## src/rtl/uart_prog_loader.sv

```systemverilog
// -----------------------------------------------------------------------------
// uart_prog_loader
//
// Writer side of the instruction memory. Receives a program image as a byte
// stream from the UART receiver and writes 32-bit words into the instruction
// RAM write port. The RISC-V core is held in reset while the image loads and
// is released once the complete image has been written.
//
// Image format: 4-byte little-endian word count N, then N little-endian words.
//
// Ports:
//   clk          system clock, rising edge
//   rst_n        asynchronous active-low reset
//   start        one-cycle pulse, begins or restarts a load
//   rx_data      byte from the UART receiver
//   rx_valid     rx_data valid
//   rx_ready     loader accepts a byte this cycle (decoded from state)
//   WE, A, WD    instruction RAM write port (valid together for one cycle)
//   busy         load in progress
//   done         image fully written
//   error        image rejected (word count larger than memory)
//   cpu_rst_n    core reset, released only when the load is done
//   words_loaded number of words written so far
// -----------------------------------------------------------------------------
module uart_prog_loader #(
  parameter int DATA_WIDTH = 32,
  parameter int ADDR_WIDTH = 10
) (
  input  logic                  clk,
  input  logic                  rst_n,
  input  logic                  start,
  input  logic [7:0]            rx_data,
  input  logic                  rx_valid,
  output logic                  rx_ready,
  output logic                  WE,
  output logic [ADDR_WIDTH-1:0] A,
  output logic [DATA_WIDTH-1:0] WD,
  output logic                  busy,
  output logic                  done,
  output logic                  error,
  output logic                  cpu_rst_n,
  output logic [ADDR_WIDTH:0]   words_loaded
);

  typedef enum logic [2:0] {
    ST_IDLE  = 3'd0,
    ST_LEN   = 3'd1,
    ST_DATA  = 3'd2,
    ST_WRITE = 3'd3,
    ST_DONE  = 3'd4,
    ST_ERROR = 3'd5
  } state_t;

  // Largest legal word count: the whole memory.
  localparam logic [32:0] MAX_WORDS = 33'd1 << ADDR_WIDTH;

  state_t                  state_r;
  logic [1:0]              byte_cnt_r;
  logic [31:0]             n_r;
  logic [DATA_WIDTH-1:0]   word_r;
  logic                    we_r;
  logic [ADDR_WIDTH-1:0]   a_r;
  logic [DATA_WIDTH-1:0]   wd_r;
  logic                    busy_r;
  logic                    done_r;
  logic                    error_r;
  logic                    cpu_rst_n_r;
  logic [ADDR_WIDTH:0]     words_loaded_r;

  logic                    rx_ready_s;
  logic                    accept_s;
  logic                    last_byte_s;
  logic [31:0]             n_next_s;
  logic [DATA_WIDTH-1:0]   word_next_s;
  logic [31:0]             wl_plus_one_s;

  // Byte handshake: only LEN and DATA take bytes, and never while start is high.
  always_comb begin
    rx_ready_s = 1'b0;
    case (state_r)
      ST_LEN, ST_DATA: begin
        if (start) begin
          rx_ready_s = 1'b0;
        end else begin
          rx_ready_s = 1'b1;
        end
      end
      default: rx_ready_s = 1'b0;
    endcase
  end

  // Datapath helpers. Bytes shift in from the top so that after four
  // accepts the first byte sits in bits [7:0] (little-endian).
  always_comb begin
    accept_s      = rx_valid & rx_ready_s;
    last_byte_s   = (byte_cnt_r == 2'd3);
    n_next_s      = {rx_data, n_r[31:8]};
    word_next_s   = {rx_data, word_r[DATA_WIDTH-1:8]};
    wl_plus_one_s = {{(32-ADDR_WIDTH-1){1'b0}}, words_loaded_r} + 32'd1;
  end

  // Loader FSM with all outputs registered alongside the state.
  always_ff @(posedge clk or negedge rst_n) begin
    if (!rst_n) begin
      state_r        <= ST_IDLE;
      byte_cnt_r     <= 2'd0;
      n_r            <= 32'd0;
      word_r         <= {DATA_WIDTH{1'b0}};
      we_r           <= 1'b0;
      a_r            <= {ADDR_WIDTH{1'b0}};
      wd_r           <= {DATA_WIDTH{1'b0}};
      busy_r         <= 1'b0;
      done_r         <= 1'b0;
      error_r        <= 1'b0;
      cpu_rst_n_r    <= 1'b0;
      words_loaded_r <= {(ADDR_WIDTH+1){1'b0}};
    end else if (start) begin
      // Start (or restart) wins over anything in flight.
      state_r        <= ST_LEN;
      byte_cnt_r     <= 2'd0;
      n_r            <= 32'd0;
      word_r         <= {DATA_WIDTH{1'b0}};
      we_r           <= 1'b0;
      busy_r         <= 1'b1;
      done_r         <= 1'b0;
      error_r        <= 1'b0;
      cpu_rst_n_r    <= 1'b0;
      words_loaded_r <= {(ADDR_WIDTH+1){1'b0}};
    end else begin
      case (state_r)
        ST_IDLE: begin
          we_r <= 1'b0;
        end

        ST_LEN: begin
          we_r <= 1'b0;
          if (accept_s) begin
            n_r        <= n_next_s;
            byte_cnt_r <= byte_cnt_r + 2'd1;
            if (last_byte_s) begin
              if (n_next_s == 32'd0) begin
                state_r     <= ST_DONE;
                busy_r      <= 1'b0;
                done_r      <= 1'b1;
                cpu_rst_n_r <= 1'b1;
              end else if ({1'b0, n_next_s} > MAX_WORDS) begin
                state_r <= ST_ERROR;
                busy_r  <= 1'b0;
                error_r <= 1'b1;
              end else begin
                state_r <= ST_DATA;
              end
            end
          end
        end

        ST_DATA: begin
          we_r <= 1'b0;
          if (accept_s) begin
            word_r     <= word_next_s;
            byte_cnt_r <= byte_cnt_r + 2'd1;
            if (last_byte_s) begin
              // WE/A/WD launch together so they are valid in the WRITE cycle.
              state_r <= ST_WRITE;
              we_r    <= 1'b1;
              a_r     <= words_loaded_r[ADDR_WIDTH-1:0];
              wd_r    <= word_next_s;
            end
          end
        end

        ST_WRITE: begin
          we_r           <= 1'b0;
          words_loaded_r <= words_loaded_r + {{ADDR_WIDTH{1'b0}}, 1'b1};
          if (wl_plus_one_s == n_r) begin
            state_r     <= ST_DONE;
            busy_r      <= 1'b0;
            done_r      <= 1'b1;
            cpu_rst_n_r <= 1'b1;
          end else begin
            state_r <= ST_DATA;
          end
        end

        ST_DONE: begin
          we_r <= 1'b0;
        end

        ST_ERROR: begin
          we_r <= 1'b0;
        end

        default: begin
          state_r     <= ST_IDLE;
          we_r        <= 1'b0;
          busy_r      <= 1'b0;
          done_r      <= 1'b0;
          error_r     <= 1'b0;
          cpu_rst_n_r <= 1'b0;
        end
      endcase
    end
  end

  assign rx_ready     = rx_ready_s;
  assign WE           = we_r;
  assign A            = a_r;
  assign WD           = wd_r;
  assign busy         = busy_r;
  assign done         = done_r;
  assign error        = error_r;
  assign cpu_rst_n    = cpu_rst_n_r;
  assign words_loaded = words_loaded_r;

endmodule

```

## config.mk

```make
export PLATFORM = sky130hd
export DESIGN_NAME = uart_prog_loader
export DESIGN_NICKNAME = d
export VERILOG_FILES = /design/src/rtl/uart_prog_loader.sv
export SDC_FILE = /design/constraint.sdc
export NUM_CORES = 1
export LEC_CHECK = 0
export ABC_AREA = 1
export BUFFER_PORTS_ARGS = -buffer_cell sky130_fd_sc_hd__buf_4
export CORE_ASPECT_RATIO = 1.25
export CORE_UTILIZATION = 55
export DETAILED_ROUTE_END_ITERATION = 16
export GPL_TIMING_DRIVEN = 0
export PLACE_DENSITY = 0.81
export REMOVE_ABC_BUFFERS = 1
export SLEW_MARGIN = 20
export SYNTH_ARGS = -nofsm -noshare
export SYNTH_HDL_FRONTEND = slang
export SYNTH_SLANG_ARGS = --single-unit
export TNS_END_PERCENT = 20
```

## constraint.sdc

```tcl
create_clock -name clk -period 5 [get_ports clk]
set_input_delay 0.75 -clock clk [delete_from_list [all_inputs] [get_ports clk]]
set_output_delay 0.75 -clock clk [all_outputs]
set_load 0.005 [all_outputs]
```

==> results.txt <==
----------------------------------------------------
[Run status]
  Run status ... finished clean

[Route]
  Drt first pass iters ... 5
  Wire length per cell after detailed routing ... 14.41 um
  Number of remaining DRC errors ... 0
  Met1 wire length ... 4.992 mm
  Top layer reached by signal wires ... met4
  Antenna-violating nets left ... 0
  Wire length on met3 ... 538 um
  Via count of the routed design ... 4,395
  Met2 Routed Length ... 5.981 mm
  Count of routing violations after the opening detailed-route iteration ... 257
  Total wire length after detailed routing ... 11.81 mm
  Via-to-Cell Ratio ... 5.360

[Cells and area]
  Synth-to-Final Area Change ... 25.44%
  Count of antenna diodes in the layout ... 0
  Final non-filler cell total ... 820
  Final nets ... 699
  Fraction of final layout cells with drive strength greater than 1 ... 0.1679
  Final Core Density ... 0.7121

[Clocking]
  Clock tree from TritonCTS ... built
  Clock root cell ... sky130_fd_sc_hd__clkbuf_16
  Maximum count of clock buffers along a single path ... 2
  CTS hold repair buffers ... 0
  Clock latency at the later pin of the worst-skew pair ... 0.41 ns
  Post_cts resized ... 0
  Sink Count ... 118
  Post-CTS clock slew at the launch and capture registers of the worst setup and hold paths ... 0.05 ns
  Count of buffers added by post-CTS timing repair for setup ... 0
  CTS H-tree depth ... 4
  Cts bufs inserted ... 17

[GRT]
  Number of antenna violations at the first check in global routing ... 0
  Global-route total usage across every layer ... 0.2659
  Grt ovf ... 0
  Vias in the first global route ... 4,301
  Global-route wire length before repair ... 19.89 mm
  Pin count of the biggest net entering global routing ... 85

[Flow run]
  Max capacitance violation total ... 0

[Logic synthesis]
  Share of flip-flops with an asynchronous set or reset ... 1.000
  Top cell types by occurrence after synthesis ... sky130_fd_sc_hd__nand2_1, sky130_fd_sc_hd__dfrtp_1, sky130_fd_sc_hd__inv_1
  Number of synthesized register bits ... 118
  Proportion of netlist area held by the largest area contributor ... 0.5670
  Mean instance size in the synthesized netlist ... 8.426 um2
  Cell area after synthesis ... 5207 um2
  Syn Inst Count ... 618
  Ys flop type ... sky130_fd_sc_hd__dfrtp_1
  EDFF count, synth ... 0
  Cell with the most instances after synthesis ... sky130_fd_sc_hd__nand2_1
  Biggest area contributors in the synthesized netlist ... sky130_fd_sc_hd__dfrtp_1, sky130_fd_sc_hd__nand2_1, sky130_fd_sc_hd__inv_1, sky130_fd_sc_hd__o21ai_0, sky130_fd_sc_hd__nand3_1
  Count of unique library cells instantiated by Yosys ... 27
  Sequential element share of the synthesized area ... 0.5670
  Synth area leader ... sky130_fd_sc_hd__dfrtp_1
  Number of warnings printed during yosys synthesis ... 0

[Critical path]
  Class of the most critical setup path ... in -> out
  Critical path data required time ... 4.25 ns
  CP Buf/Inv Count ... 4
  Worst Path Max Fanout ... 26
  Largest stage delay, worst path ... 0.41 ns
  Critical-path cell with the highest stage delay ... sky130_fd_sc_hd__inv_2
  Nature of the critical path startpoint ... primary input
  Family with the most delay on the worst path ... buffers and inverters
  Chain of cells forming the critical path ... buf_4, inv_2, nand2_1, inv_1, buf_4
  Cell mode on critical path ... sky130_fd_sc_hd__buf_4
  Critical path arrival ... 1.73 ns
  Element type at the critical path end ... output pin

[Die]
  Chip Height ... 110.8 um
  Cell row count ... 39
  Die Outline Area ... 9864 um2
  Number of placed I/O pins ... 71
  Initial cell density of the core ... 0.5676
  Area of the core region ... 9174 um2
  Chip Width ... 89.03 um

[STA]
  Worst Max-Slew Pin Slew ... 0.8258 ns
  Maximum frequency from static timing analysis ... 0.4026 GHz
  Max-slew violation count ... 0
  Post-route clock period utilization ... 0.4968
  Unrepaired setup endpoints after global routing ... false
  Count of endpoints failing hold in the final timing report ... 0
  Max transition margin ... 0.4481
  Final critical-path required period ... 2.484 ns
  Post-Route Setup TNS ... 0 ns
  Finish-stage setup viols ... 0
  Final worst clock skew ... 0.007547 ns

[Place]
  Number of placed instances, taps included ... 789
  Routability congestion estimate ... 0.8691
  Port Buf Inserts ... 70
  HPWL after detailed placement ... 7.729 mm

[Worst hold path]
  HP Class ... in -> async

[Power and ir drop]
  Pwr per Cell Area ... 415.3 nW/um2
  Largest voltage drop on the vdd net ... 259.7 uV
  Leakage dissipation ... 3.183 nW

----------------------------------------------------
logic make-up after synthesis:
family          Yosys count  synth area share
fa+ha+maj                 2          0.004805
simple gates            255            0.2054
xor+xnor                  1          0.001682
flops                   118            0.5670
compound gates          124            0.1293
buf+inv                 118           0.09178
final timing paths:
kind | from | end | slack (ns) | cells past startpoint
worst max-delay path | start | rx_ready | 2.52 | 5
worst min-delay path | rst_n | WD[12] | 0.28 | 1
worst max register to register | words_loaded[0] | busy | 2.85 | 15
worst min register to register | WD[15] | WD[15] | 0.49 | 2
max in group asynchronous | rst_n | n_r[1] | 4.04 | 2
min in group clk | WD[15] | WD[15] | 0.49 | 2
cells in the final DEF (no fill, tap or decap):
master	instances
sky130_fd_sc_hd__clkbuf_16	17
sky130_fd_sc_hd__nand2_2	3
sky130_fd_sc_hd__nand3_1	43
sky130_fd_sc_hd__bufinv_16	5
sky130_fd_sc_hd__nor3_2	1
sky130_fd_sc_hd__inv_4	1
sky130_fd_sc_hd__o22ai_1	31
sky130_fd_sc_hd__clkbuf_8	5
sky130_fd_sc_hd__nand4_1	9
sky130_fd_sc_hd__buf_4	69
sky130_fd_sc_hd__nor2_1	44
sky130_fd_sc_hd__o21ai_4	2
sky130_fd_sc_hd__nand2_1	150
sky130_fd_sc_hd__buf_16	3
sky130_fd_sc_hd__xnor2_1	1
sky130_fd_sc_hd__nor2_4	2
sky130_fd_sc_hd__nor2_2	3
sky130_fd_sc_hd__a31oi_1	1
sky130_fd_sc_hd__o21ai_0	50
sky130_fd_sc_hd__a22oi_1	1
sky130_fd_sc_hd__a22o_1	1
sky130_fd_sc_hd__inv_2	3
sky130_fd_sc_hd__clkinvlp_4	2
sky130_fd_sc_hd__inv_1	89
sky130_fd_sc_hd__dfrtp_1	118
sky130_fd_sc_hd__buf_6	1
sky130_fd_sc_hd__a211oi_1	1
sky130_fd_sc_hd__o21ai_1	36
sky130_fd_sc_hd__clkbuf_1	2
sky130_fd_sc_hd__ha_1	2
sky130_fd_sc_hd__a21oi_1	1
power breakdown:
part,switching [W],internal (W),total [W]
Sequential,0.0000359,0.00101,0.00105
Clock,0.000410,0.000948,0.00136
Combinational,0.000201,0.000106,0.000307
Total,0.000647,0.00207,0.00271
routing by layer:
metal,track usage,up-vias
li1,-,2127
met2,0.4313,137
met5,0,-
met3,0.06106,28
met1,0.3308,2103
met4,0.1291,0
final cells by class:
type,instances,area (um2)
Timing Repair Buffer,73,611.8
Inverter,93,351.6
Fill cell,699,2641
Tap cell,123,153.9
Sequential cell,118,2953
Multi-Input combinational cell,382,1795
Clock inverter,7,165.2
Clock buffer,24,501.7
flip-flops by register name (all words and copies together), names as in the netlist:
signal        count
A                10
WD               32
WE                1
busy              1
byte_cnt_r        2
cpu_rst_n         1
error             1
n_r              32
state_r           3
word_r           24
words_loaded     11
per-stage QoR:
stage	worst slack [ns]	instance area (um2)	power, W	hold WS [ns]
after CTS	2.523	6533	0.002727	0.2960
after floorplan	2.077	5079	0.001238	0.4544
after global routing	2.430	6533	0.002813	0.3229
final	2.516	6533	0.002713	0.2792
after detailed placement	2.284	5866	0.001364	0.4758
after global placement	0.9831	5758	0.001333	0.4680
worst reg2reg max path, delay by kind of cell (launching register included):
| kind | cells | cell delay, ns |
|---|---|---|
| adders and majority gates | 1 | 0.23 |
| DFF | 1 | 0.43 |
| buffers and inverters | 1 | 0.13 |
| AOI/OAI and AO/OA | 1 | 0.07 |
| and+or+nand+nor | 12 | 1.15 |
No activity file was read; power rests on OpenSTA's default activity.
